### src/rtl/fifo_param_flag.sv
// Parametrised single-clock FIFO with occupancy count, programmable
// almost-full/almost-empty thresholds and one-cycle overflow/underflow pulses.
// A read and a write in the same cycle on a full FIFO are both accepted: the
// read frees the oldest slot while the write fills it, so full stays high.
module fifo_param_flag #(
   parameter int WIDTH     = 8,
   parameter int DEPTH     = 16,
   parameter int AF_THRESH = 14,
   parameter int AE_THRESH = 2
) (
   input  logic                     clk,
   input  logic                     rst,
   input  logic [WIDTH-1:0]         d_in,
   input  logic                     wr,
   input  logic                     rd,
   output logic [WIDTH-1:0]         d_out,
   output logic                     full,
   output logic                     empty,
   output logic                     almost_full,
   output logic                     almost_empty,
   output logic [$clog2(DEPTH):0]   count,
   output logic                     overflow,
   output logic                     underflow
);

   localparam int AW = $clog2(DEPTH);
   localparam int CW = AW + 1;

   localparam logic [CW-1:0] CNT_DEPTH = CW'(DEPTH);
   localparam logic [CW-1:0] CNT_AF    = CW'(AF_THRESH);
   localparam logic [CW-1:0] CNT_AE    = CW'(AE_THRESH);

   logic [WIDTH-1:0] mem [DEPTH];
   logic [AW-1:0]    wr_ptr;
   logic [AW-1:0]    rd_ptr;
   logic [CW-1:0]    count_q;
   logic [WIDTH-1:0] d_out_q;
   logic             overflow_q;
   logic             underflow_q;

   logic             wr_ok;
   logic             rd_ok;

   // Flags decode the registered count only, so no input reaches an output
   // without passing through a register.
   always_comb begin
      full         = (count_q == CNT_DEPTH);
      empty        = (count_q == '0);
      almost_full  = (count_q >= CNT_AF);
      almost_empty = (count_q <= CNT_AE);
   end

   // Acceptance: a write may proceed when full only if a read frees a slot.
   always_comb begin
      wr_ok = wr && (!full || rd);
      rd_ok = rd && !empty;
   end

   // Storage array; not reset, and a reset cycle blocks the write.
   always_ff @(posedge clk) begin
      if (!rst && wr_ok) begin
         mem[wr_ptr] <= d_in;
      end
   end

   // Pointers wrap naturally at DEPTH since DEPTH is a power of two.
   always_ff @(posedge clk) begin
      if (rst) begin
         wr_ptr <= '0;
         rd_ptr <= '0;
      end else begin
         if (wr_ok) begin
            wr_ptr <= wr_ptr + AW'(1);
         end
         if (rd_ok) begin
            rd_ptr <= rd_ptr + AW'(1);
         end
      end
   end

   // Occupancy tracks accepted writes minus accepted reads.
   always_ff @(posedge clk) begin
      if (rst) begin
         count_q <= '0;
      end else begin
         case ({wr_ok, rd_ok})
            2'b10:   count_q <= count_q + CW'(1);
            2'b01:   count_q <= count_q - CW'(1);
            default: count_q <= count_q;
         endcase
      end
   end

   // Registered read data; holds when no read is accepted (no write-through).
   always_ff @(posedge clk) begin
      if (rst) begin
         d_out_q <= '0;
      end else if (rd_ok) begin
         d_out_q <= mem[rd_ptr];
      end
   end

   // Error pulses last exactly one cycle after a rejected request.
   always_ff @(posedge clk) begin
      if (rst) begin
         overflow_q  <= 1'b0;
         underflow_q <= 1'b0;
      end else begin
         overflow_q  <= wr && !wr_ok;
         underflow_q <= rd && !rd_ok;
      end
   end

   assign d_out     = d_out_q;
   assign count     = count_q;
   assign overflow  = overflow_q;
   assign underflow = underflow_q;

endmodule

### config.mk
export PLATFORM = sky130hd
export DESIGN_NAME = fifo_param_flag
export DESIGN_NICKNAME = d
export VERILOG_FILES = /design/src/rtl/fifo_param_flag.sv
export SDC_FILE = /design/constraint.sdc
export NUM_CORES = 1
export LEC_CHECK = 0
export ABC_CLOCK_PERIOD_IN_PS = 4320
export CORE_UTILIZATION = 55
export DETAILED_ROUTE_END_ITERATION = 7
export PLACE_DENSITY_LB_ADDON = 0.12
export SYNTH_ARGS = -nofsm -noshare
export SYNTH_HDL_FRONTEND = slang
export SYNTH_SLANG_ARGS = --single-unit
### constraint.sdc
create_clock -name clk -period 4.32 [get_ports clk]
set_clock_uncertainty 0.2 [all_clocks]
set_input_delay 0.432 -clock clk [delete_from_list [all_inputs] [get_ports clk]]
set_output_delay 0.432 -clock clk [all_outputs]
set_load 0.02 [all_outputs]
==> impl_metrics.json <==
{
  "synth_warnings": 0,
  "drt_iter0_markers": 206,
  "nFillCells": 716,
  "synth_edf_count": 128,
  "timing.rr.start": "count[0]",
  "synth_ff_type": "edfxtp_1",
  "finalSetupViolCount": 0,
  "critical_path_class": "reg -> reg",
  "synth_area_per_cell_sq_um": 16.46,
  "drt-total-wl_mm": 12.20,
  "hold_class": "reg -> reg",
  "yosys.area.top_type_share_pct": 63.44,
  "ys_top_cells_by_area": "edfxtp_1, dfxtp_1, mux4_2",
  "clock_path_buffers": 2,
  "cts_tree": "done",
  "die_y_um": 107.0,
  "cts-root-buf": "clkbuf_8",
  "syn_to_final_growth_pct": 16.50,
  "drv_slew": 0,
  "initial_core_util_pct": 57.65,
  "grt-ovfl-total": 0,
  "grt_pass1_vias": 3314,
  "finalHoldViolations": 0,
  "die_area_sq_um": 11440,
  "dr.pass1.iters": 4,
  "drc_errors": 0,
  "ant_nets": 0,
  "wire_per_inst_um": 22.11,
  "fin_area_sq_um": 7058,
  "cts.sinks": 151,
  "yosys.cell_types.count": 38,
  "h-tree-depth": 4,
  "layout-drive-gt1-share_pct": 13.22,
  "fmaxAchievable_mhz": 283.2,
  "totalNegativeSetupSlack_ns": 0,
  "outcome": "finished clean",
  "io_buffers": 30,
  "postCtsHoldBufs": 0,
  "grt_antenna_before_repair": 0,
  "numCtsBuffers": 17,
  "reg2reg_to": "count[4]",
  "viasPerCell": 5.884,
  "hold-worst-slack_ns": 0.3064,
  "antenna_cells": 0,
  "cp-end-kind": "flip-flop",
  "cts_resized": 0,
  "final_cell_mix": "edfxtp_1, nor2_1, mux2i_1",
  "hpwl_mm": 7.582,
  "grt.total_usage_pct": 23.51,
  "clk_latency_ns": 0.53,
  "finalWeightedCongestion": 0.8180,
  "cap_violations": 0,
  "r2r_cells": 9,
  "syn_nets": 390,
  "min_delay_path_depth": 2,
  "synthArstFlopShare_pct": 0,
  "die-width_um": 107.0,
  "syn_area_sq_um": 6058,
  "seq_area_sq_um": 4305,
  "grt_pass1_wl_mm": 18.81,
  "netlist_instances": 368,
  "multiInputGateArea_sq_um": 1624,
  "synth-seq-cells": 151,
  "critPathMaxFanout": 11,
  "placed_area_sq_um": 6475,
  "cp.required_ns": 4.54,
  "fin_nets": 426,
  "tightest_slew_ns": 1.101,
  "ioPinCount": 31,
  "critPathLaunchType": "flip-flop",
  "ir_drop_mv": 0.3343,
  "rsz0062_at_grt": "false",
  "vias": 3248,
  "grt_start_max_net_pins": 38,
  "cts.clk_slew.worst_paths_ns": 0.06,
  "cts_setup_buffers": 0,
  "p_total_mw": 4.138,
  "r2r_slack_ns": 0.79,
  "p_per_area_nw_per_um2": 586.2,
  "holdPathEnd": "d_out[3]",
  "finalCriticalPeriod_ns": 3.531,
  "final_util_pct": 67.16,
  "yosysSeqAreaShare_pct": 71.05,
  "layout_commonest_cell": "edfxtp_1",
  "period_share_pct": 81.74,
  "holdCritStartpoint": "d_out[3]",
  "slew_headroom_pct": 26.57,
  "core_area_sq_um": 10510,
  "worst-endpoint-arrival_ns": 3.75,
  "rows": 37,
  "p_leak_nw": 2.289,
  "yosysTopAreaCell": "edfxtp_1"
}
## sequential cells by signal, indices dropped and copies added, names as in the netlist
signal     cells
count          5
d_out          8
mem          128
overflow       1
rd_ptr         4
underflow      1
wr_ptr         4
## cells in the mapped netlist, drive strengths merged, types with 9 or more instances
master	number
buf	13
dfxtp	23
edfxtp	128
ha	9
mux2i	35
mux4	16
nor2	36
nor3	13
o22ai	16
## layout make-up
cell class	count	share of cell area, %
clock inverters	10	2.180
flip-flops and latches	151	61.00
inverters	4	0.2127
clock buffers	21	6.080
multi-input cells	192	23.01
repair buffers	38	5.105
well taps	136	2.411
## worst max-delay path: stages (launching register included)
cell and delay (ns):
dfxtp_1 0.38, or4_4 0.67, o21ai_4 0.33, inv_2 0.18, ha_1 0.31, fa_1 0.43, a21o_1 0.17, a21oi_1 0.17
mux2i_1 0.23, mux2_2 0.35
## through the flow
step                setup slack (ns)  cells
floorplan                      1.030    368
global placement              0.8884    521
detailed placement            0.7984    521
global route                  0.6337    552
finish                        0.7889    552
CTS                           0.7740    552
## report_power, final
group / switching [mW] / total (mW) / internal, mW
logic: 0.505 / 0.917 / 0.412
clock network: 0.540 / 1.47 / 0.929
registers: 0.0886 / 1.75 / 1.66
## metal layers
metal  GRT usage [%]  wire, um
met5               0         0
met2           37.24      6189
met1           31.68      5316
met4           9.785       147
met3           5.289       551
## logic make-up after synthesis
logic type / share of synthesized area (%)
compound gates: 4.853
fa+ha+maj: 2.189
simple gates: 6.547
mux: 11.92
buf+inv: 2.148
xor+xnor: 1.301
flops: 71.05
## worst max-delay path by stage
stage	start	to	slack [ns]	cells past startpoint
5_1_grt	count[0]	count[4]	0.63	9
2_1_floorplan	count[0]	count[4]	1.03	10
6_report	count[0]	count[4]	0.79	9
4_1_cts	count[0]	count[4]	0.77	9
3_5_place_dp	count[0]	count[4]	0.80	9
3_3_place_gp	count[0]	count[4]	0.89	9
No activity file was read; power rests on OpenSTA's default activity.
